<file path="config.mk">
export PLATFORM = sky130hd
export DESIGN_NAME = ex_alu
export DESIGN_NICKNAME = d
export VERILOG_FILES = /design/src/rtl/ex_alu.sv
export SDC_FILE = /design/constraint.sdc
export NUM_CORES = 1
export LEC_CHECK = 0
export CORE_MARGIN = 2
export CORE_UTILIZATION = 35
export CTS_BUF_LIST = sky130_fd_sc_hd__clkbuf_4
export DETAILED_ROUTE_END_ITERATION = 7
export MAX_ROUTING_LAYER = met4
export PLACE_DENSITY = 0.66
export SYNTH_ARGS = -nofsm -noshare
export SYNTH_HDL_FRONTEND = slang
export SYNTH_SLANG_ARGS = --single-unit
export TNS_END_PERCENT = 20
</file>
<file path="constraint.sdc">
create_clock -name clk -period 4.7 [get_ports clk]
set_clock_uncertainty 0.2 [all_clocks]
set_input_delay 0.94 -clock clk [delete_from_list [all_inputs] [get_ports clk]]
set_output_delay 0.94 -clock clk [all_outputs]
set_load 0.01 [all_outputs]
</file>
<file path="src/rtl/ex_alu.sv">
// RV32I execute-stage ALU with a registered valid/ready result slot and a one-bit-per-cycle shifter.
// Define EX_FAST_SHIFT_EN to replace the iterative shifter with a single-cycle barrel shifter.
`timescale 1ns/1ps
module ex_alu #(
    parameter int XLEN = 32
) (
    input  logic            clk,
    input  logic            rst,
    input  logic            flush,
    input  logic            in_valid,
    output logic            in_ready,
    input  logic [6:0]      in_t,
    input  logic [2:0]      in_st,
    input  logic            in_sst,
    input  logic [XLEN-1:0] in_n1,
    input  logic [XLEN-1:0] in_n2,
    input  logic [4:0]      in_wa,
    input  logic            in_we,
    output logic            out_valid,
    input  logic            out_ready,
    output logic [XLEN-1:0] out_res,
    output logic [4:0]      out_wa,
    output logic            out_we
);
    localparam int SW = $clog2(XLEN);
    localparam logic [6:0] OPC_OP  = 7'b0110011;
    localparam logic [6:0] OPC_IMM = 7'b0010011;
    localparam logic [6:0] OPC_LUI = 7'b0110111;

    logic            is_op;
    logic            is_alu;
    logic            is_shift;
    logic [SW-1:0]   shamt;
    logic [XLEN-1:0] shl_res;
    logic [XLEN-1:0] shr_res;
    logic [XLEN-1:0] alu_res;
    logic            alu_we;
    logic            slot_free;
    logic            accept;

    logic            out_valid_reg;
    logic [XLEN-1:0] out_res_reg;
    logic [4:0]      out_wa_reg;
    logic            out_we_reg;

    assign is_op     = (in_t == OPC_OP);
    assign is_alu    = is_op || (in_t == OPC_IMM);
    assign is_shift  = is_alu && ((in_st == 3'b001) || (in_st == 3'b101));
    assign shamt     = in_n2[SW-1:0];
    assign slot_free = !out_valid_reg || out_ready;
    assign accept    = in_valid && in_ready;

    assign out_valid = out_valid_reg;
    assign out_res   = out_res_reg;
    assign out_wa    = out_wa_reg;
    assign out_we    = out_we_reg;

`ifdef EX_FAST_SHIFT_EN
    logic signed [XLEN-1:0] sra_val;

    // Kept as a separate signed net so the unsigned mux below cannot demote >>> to >>.
    assign sra_val = $signed(in_n1) >>> shamt;
    assign shl_res = in_n1 << shamt;
    assign shr_res = in_sst ? sra_val : (in_n1 >> shamt);
`else
    // Only a zero shift amount completes in the accept cycle, and that result is n1.
    assign shl_res = in_n1;
    assign shr_res = in_n1;
`endif

    always_comb begin
        alu_res = '0;
        alu_we  = in_we;
        if (in_t == OPC_LUI) begin
            alu_res = in_n2;
        end else if (is_alu) begin
            unique case (in_st)
                3'b000: alu_res = (is_op && in_sst) ? (in_n1 - in_n2) : (in_n1 + in_n2);
                3'b001: alu_res = shl_res;
                3'b010: alu_res = {{(XLEN-1){1'b0}}, ($signed(in_n1) < $signed(in_n2))};
                3'b011: alu_res = {{(XLEN-1){1'b0}}, (in_n1 < in_n2)};
                3'b100: alu_res = in_n1 ^ in_n2;
                3'b101: alu_res = shr_res;
                3'b110: alu_res = in_n1 | in_n2;
                3'b111: alu_res = in_n1 & in_n2;
            endcase
        end else begin
            alu_we = 1'b0;
        end
    end

`ifdef EX_FAST_SHIFT_EN
    assign in_ready = rst && !flush && slot_free;

    always_ff @(posedge clk or negedge rst) begin
        if (!rst) begin
            out_valid_reg <= 1'b0;
            out_res_reg   <= '0;
            out_wa_reg    <= '0;
            out_we_reg    <= 1'b0;
        end else if (flush) begin
            out_valid_reg <= 1'b0;
        end else if (accept) begin
            out_valid_reg <= 1'b1;
            out_res_reg   <= alu_res;
            out_wa_reg    <= in_wa;
            out_we_reg    <= alu_we;
        end else if (out_valid_reg && out_ready) begin
            out_valid_reg <= 1'b0;
        end
    end
`else
    localparam logic [0:0] IDLE  = 1'b0;
    localparam logic [0:0] SHIFT = 1'b1;

    logic [0:0]      state_reg;
    logic [SW-1:0]   cnt_reg;
    logic [XLEN-1:0] acc_reg;
    logic [XLEN-1:0] acc_step;
    logic            left_reg;
    logic            arith_reg;
    logic [4:0]      sh_wa_reg;
    logic            sh_we_reg;

    assign in_ready = rst && (state_reg == IDLE) && !flush && slot_free;
    assign acc_step = left_reg ? {acc_reg[XLEN-2:0], 1'b0}
                               : {arith_reg & acc_reg[XLEN-1], acc_reg[XLEN-1:1]};

    always_ff @(posedge clk or negedge rst) begin
        if (!rst) begin
            state_reg     <= IDLE;
            cnt_reg       <= '0;
            acc_reg       <= '0;
            left_reg      <= 1'b0;
            arith_reg     <= 1'b0;
            sh_wa_reg     <= '0;
            sh_we_reg     <= 1'b0;
            out_valid_reg <= 1'b0;
            out_res_reg   <= '0;
            out_wa_reg    <= '0;
            out_we_reg    <= 1'b0;
        end else if (flush) begin
            state_reg     <= IDLE;
            cnt_reg       <= '0;
            out_valid_reg <= 1'b0;
        end else begin
            if (out_valid_reg && out_ready) begin
                out_valid_reg <= 1'b0;
            end
            if (state_reg == SHIFT) begin
                // The slot was freed when the shift was accepted, so it is empty here.
                acc_reg <= acc_step;
                cnt_reg <= cnt_reg - SW'(1);
                if (cnt_reg == SW'(1)) begin
                    out_res_reg   <= acc_step;
                    out_wa_reg    <= sh_wa_reg;
                    out_we_reg    <= sh_we_reg;
                    out_valid_reg <= 1'b1;
                    state_reg     <= IDLE;
                end
            end else if (accept) begin
                if (is_shift && (shamt != '0)) begin
                    acc_reg   <= in_n1;
                    cnt_reg   <= shamt;
                    left_reg  <= (in_st == 3'b001);
                    arith_reg <= in_sst;
                    sh_wa_reg <= in_wa;
                    sh_we_reg <= alu_we;
                    state_reg <= SHIFT;
                end else begin
                    out_res_reg   <= alu_res;
                    out_wa_reg    <= in_wa;
                    out_we_reg    <= alu_we;
                    out_valid_reg <= 1'b1;
                end
            end
        end
    end
`endif

endmodule

</file>
Yosys cells after proc, flatten, opt, wreduce, memory -nomap -nowiden
Index checks and enable logic that the tools add are counted.

Input bits: 86. Memories kept: 0. Bits in writable memories: 0. Register bits after elaboration: 85. Word-level logic and storage cells: 96. ROM bits: 0. Latch bits: 0.

Bitwise gates (word level): 6. Eq/ne operators: 13. Reduce and logical (&&, ||, !) cells: 24. Shift operators: 0. Multiplexer cells: 37. Div/mod/pow operators: 0. $lt $le $gt $ge: 2. Multiply operators: 0. Add/sub/neg operators: 3.

Operator list (count): 32-bit 2-to-1 mux (11); 32-bit one-hot mux with 7 select lines (1); 32-bit less-than comparator (2); 5-bit 2-to-1 mux (8); 32-bit adder (1); 32-bit AND (1); 32-bit OR (1); 32-bit subtractor (1); 32-bit XOR (1); 1-bit 2-to-1 mux (17); 7-bit by 6-bit == test with 1-bit output, second input constant (2); 3-bit == test, second input constant (4); 1-bit logical AND (8); 4-bit AND reduction (2); 7-bit by 5-bit == test with 1-bit output, second input constant (1); 3-bit by 2-bit == test with 1-bit output, second input constant (2); 3-bit nonzero test (2); 5-bit by 1-bit == test with 1-bit output, second input constant (1); 5-bit nonzero test (1); 5-bit by 1-bit subtractor with 5-bit output, second input constant (1); 2-bit nonzero test (2); 3-bit by 1-bit == test with 1-bit output, second input constant (1); 3-bit logical NOT (1); 1-bit logical OR (3); other kinds (8) (10).

Longest topological paths before layout
Gate-level depths: netlist (run 1).

Word-level depth: 9. Mapped depth: 13. Mapped depth without buffers: 13.

Worst setup path before layout (run 1)
Ideal clock, no wire load.

Path type: in2reg. Start: in in_n1[0]. End: reg out_res_reg[24], in the netlist out_res[24]. Arrival: 3.399 ns. Setup time: 0.069 ns. Setup slack: 1.032 ns. Cell stages on the path: 13. Path through: inv_1 ha_1 inv_1 fa_1 nor2b_1 o21ai_1 a31oi_1 o21ai_1 a211oi_1 o311ai_1 a21oi_1 or4b_1 nand3_1.

Cells in the longest elaborated chain, start to end: 8.

RTL lines: start, declared (RTL line 15) `input logic [XLEN-1:0] in_n1,`; 32-bit adder or 32-bit subtractor (tied branches) (RTL line 78) `3'b000: alu_res = (is_op && in_sst) ? (in_n1 - in_n2) : (in_n1 + in_n2);`; 32-bit 2-to-1 mux (*) (RTL line 78); 32-bit one-hot mux with 7 select lines (*) (RTL line 77) `unique case (in_st)`; 32-bit 2-to-1 mux (*) (RTL line 76) `end else if (is_alu) begin`; 32-bit 2-to-1 mux (*) (RTL line 74) `if (in_t == OPC_LUI) begin`; 32-bit 2-to-1 mux (*) (RTL line 162) `if (is_shift && (shamt != '0)) begin`; 32-bit 2-to-1 mux (*) (RTL line 161) `end else if (accept) begin`; 32-bit 2-to-1 mux (*) (RTL line 150) `if (state_reg == SHIFT) begin`; end signal, assigned (RTL line 155) `out_res_reg <= acc_step;`; end signal, assigned (RTL line 171) `out_res_reg <= alu_res;`; end, declared (RTL line 42) `logic [XLEN-1:0] out_res_reg;`.

Every way passes the cells marked *; elsewhere a longest branch is shown, timed or not. The select of a mux whose other input is x is not followed. A chain may end at the register's enable or synchronous reset.

Worst setup path in the final report (run 1)
Start: in in_n1[2]. End: reg out_res_reg[31], in the netlist out_res[31].

Same word-level chain as after synthesis.

==> summary.txt, run 1 <==
Floorplanning
  • Die height: 171 um
  • Io pins: 126
  • Number of cell rows: 61
  • Die Footprint: 29,300 um^2
  • Floorplan core area: 27,700 um^2
  • Starting Density: 35.4%
  • X dimension of the die: 171 um

CTS
  • CTS Sinks: 85
  • Insertion delay of the later-clocked pin in the worst-skew pair: 460 ps
  • Number of buffers on the longest clock path: 2
  • Count of cells resized by post-cts repair: 0
  • Post-CTS Setup Repair Bufs: 0
  • CTS Buf Count: 9
  • CTS tree: yes
  • CTS root buffer: clkbuf_4
  • Clk slew on worst S/H paths: 160 ps
  • Depth of the CTS H-tree: 3
  • # hold bufs at CTS: 0

STA
  • Post-layout worst setup margin: 415 ps
  • Actual transition at the worst max-transition pin: 1160 ps
  • Final setup violation count: 0
  • Worst slew margin relative to its limit: 22.4%
  • Min cycle time layout: 4280 ps
  • Setup TNS Final: 0 ps
  • Endpoints failing hold: 0
  • Worst hold margin: 128 ps
  • Top achievable clock speed: 0.233 GHz
  • Setup repair after global routing missed its margin: no
  • Final period util: 91.2%
  • Pins over their slew limit: 0

Final layout
  • Storage element area: 2130 um^2
  • Commonest non-fill, non-tap cells in the layout: 150 x nand2_1, 147 x a21oi_1, 122 x clkdlybuf4s50_1
  • Ratio of cells with drive above 1 in the final layout: 9.64%
  • Synth-to-Final Area Change: 22.1%
  • Nets: 1,654
  • Area of the multi-input gates: 6920 um^2
  • Filler cell count: 2,828
  • Most common cell after layout, fill and taps aside: nand2_1

Detailed routing
  • Detail Route Antenna Nets: 0
  • DR vias: 11,000
  • Highest routing layer actually used: met4
  • Routed metal-1 wire length: 17,000 um
  • Count of unresolved DRC violations after routing: 0
  • Routed via count divided by cell count: 5.93
  • First-iteration detailed-routing DRC count: 1,328
  • Drt pass-1 iters: 6
  • Routed wire length: 38,300 um
  • Length of routed met2 wiring: 17,000 um
  • Routed len/inst: 20.7 um
  • Routed length on met3: 3470 um

Global routing
  • Maximum number of pins on one net before global-route repair: 69
  • Antenna violations before repair: 1
  • Total global routing overflow: 0
  • Global-route wire length before repair: 58,800 um
  • Global Route Usage Sum: 26.4%
  • Vias in the first global route: 10,200

Worst setup path
  • Req. time, crit path: 4840 ps
  • Slowest cell on the critical path: a2111oi_1
  • Crit. path cell count: 13
  • CP Launch Type: primary input
  • CP bufs+invs: 4
  • Gate family responsible for the most delay along the worst path: compound AO/OA/AOI/OAI gates
  • CP endpoint kind: flop
  • Delay of the slowest cell on the worst path: 620 ps
  • RR Startpoint: state_reg$_DFF_PN0_
  • Count of cells along the worst register-to-register path: 7
  • Class of the most critical setup path: in2reg
  • Crit-path cells: clkdlybuf4s50_1 -> inv_1 -> ha_1 -> inv_2 -> nor2_1 -> a31oi_1 -> o211ai_2 -> a311oi_1 -> buf_4 -> nor3_1 -> o2111ai_1 -> a2111oi_1 -> a211oi_2
  • CP Launch Point: in_n1[2]
  • Maximum fanout along the worst path: 5
  • Arr. time, crit path: 4430 ps

Synthesis
  • Share of synthesized area spent on multiplexers: 5.66%
  • Post-Synth Simple-Gate Area: 18.0%
  • Post-synthesis average cell area: 7.28 um^2
  • Async SR Flop Fraction: 100%
  • Number of standard cells after synthesis: 1,345
  • Post-synthesis net count: 1,531
  • Area share of xor/xnor cells in the synthesized design: 2.32%
  • Register area share after synthesis: 21.7%
  • Library cells used by synthesis: 79
  • Synthesized-area fraction occupied by adder cells: 12.9%
  • Dominant combinational cell family by area after synthesis: compound AO/OA/AOI/OAI gates
  • Most common flop cell mapped by yosys: dfrtp_1
  • Warning count from the yosys run: 0
  • Post-synth EDFFs: 0
  • Synth Area in Compound Gates: 31.4%
  • Total standard cell area after synthesis: 9800 um^2
  • Synth Register Bits: 85

Placement
  • Worst setup timing slack at the placement stage: 103 ps
  • Estimated wirelength of the detail-placed design: 29,200 um
  • # port buffers: 125
  • Final Wtd Congestion: 1.03

Run status
  • Run status: complete, no violations

Min path
  • Min-Delay Path Class: in2async

Run
  • Maxcap violations: 0

Power
  • Power per cell area: 186 nW/um^2
  • Static leakage: 5.32 nW
  • Worst supply voltage drop on vdd: 0.0926 mV
-- layout make-up --
cell class,count,share of cell area [%]
clock buffers,9,0.565
repair buffers,207,15.6
flip-flops and latches,85,17.8
clock inverters,7,0.857
diodes,2,0.0418
multi-input cells,1058,57.8
well taps,378,3.95
inverters,107,3.36
-- power breakdown --
group	total, mW	switching [mW]	internal (mW)
clock	0.518	0.296	0.222
combinational	0.924	0.541	0.383
sequential	0.783	0.0229	0.760
total	2.23	0.860	1.37
-- per-layer routing --
layer / GRT usage, % / up-vias
li1: - / 5072
met5: - / -
met1: 37.3 / 5278
met4: 7.74 / 0
met2: 40.0 / 571
met3: 2.62 / 74
-- metrics by stage --
step | cell area (um^2) | power, mW | cells | utilization [%]
floorplan | 9800 | 1.30 | 1345 | -
global placement | 11800 | 1.69 | 1835 | 42.6
detailed placement | 11800 | 1.70 | 1835 | 42.6
CTS | 12000 | 2.21 | 1851 | 43.2
global route | 12000 | 2.34 | 1852 | 43.2
finish | 12000 | 2.23 | 1853 | 43.2
-- worst register-to-register path, stage by stage, from the launching register on --
cell and delay [ps]:
dfrtp_4 800, nand4b_1 350, a211oi_4 500, nand2_1 310, a21oi_1 270, nand2_1 90, a2111oi_1 490, a211oi_2 90
-- synthesized netlist by cell type (19+ instances only) --
cell | count | share of area, %
o22ai_1 | 51 | 3.3
a21oi_1 | 147 | 7.5
xnor2_1 | 22 | 2.0
a31oi_1 | 20 | 1.3
dfrtp_1 | 85 | 22
nor3_1 | 27 | 1.4
buf_1 | 19 | 0.73
o21ai_0 | 110 | 5.6
ha_1 | 98 | 13
clkbuf_1 | 68 | 2.6
nor2_1 | 110 | 4.2
inv_1 | 102 | 3.9
nand2_1 | 150 | 5.7
nand3_1 | 30 | 1.5
a211oi_1 | 21 | 1.6
mux2i_1 | 43 | 4.4
-- path summary, 6_finish.rpt --
path / end / slack [ps]
max in group asynchronous: out_res[10]$_DFFE_PN0P_ / 2960
setup reg to reg: out_res[31]$_DFFE_PN0P_ / 1480
setup / recovery: out_res[31]$_DFFE_PN0P_ / 420
min in group clk: out_wa[1]$_DFFE_PN0P_ / 300
hold reg to reg: out_wa[1]$_DFFE_PN0P_ / 300
hold / removal: out_res[25]$_DFFE_PN0P_ / 130
-- kinds of logic (layout without fill, tap and decap cells) --
group           after synthesis  count (layout)
mux                          54              54
simple gates                392             392
compound gates              486             486
xor+xnor                     26              26
flops                        85              85
other cells                   0               2
buf+inv                     202             330
fa+ha+maj                   100             100
No activity file was read; power rests on OpenSTA's default activity.
==> inputs of run 2 (changes only) <==
--- a/config.mk
+++ b/config.mk
@@ -9,6 +9,7 @@
 export CORE_UTILIZATION = 35
 export CTS_BUF_LIST = sky130_fd_sc_hd__clkbuf_4
 export DETAILED_ROUTE_END_ITERATION = 7
+export HOLD_SLACK_MARGIN = 0.06
 export MAX_ROUTING_LAYER = met4
 export PLACE_DENSITY = 0.66
 export SYNTH_ARGS = -nofsm -noshare
==> results of run 2 <==
No change in the layout: final DEF, timing and power equal those of run 1.
==> inputs of run 3 (changes only) <==
--- a/config.mk
+++ b/config.mk
@@ -5,6 +5,7 @@
 export SDC_FILE = /design/constraint.sdc
 export NUM_CORES = 1
 export LEC_CHECK = 0
+export CAP_MARGIN = 20
 export CORE_MARGIN = 2
 export CORE_UTILIZATION = 35
 export CTS_BUF_LIST = sky130_fd_sc_hd__clkbuf_4
==> results of run 3 <==
No change in the layout: final DEF, timing and power equal those of run 1.
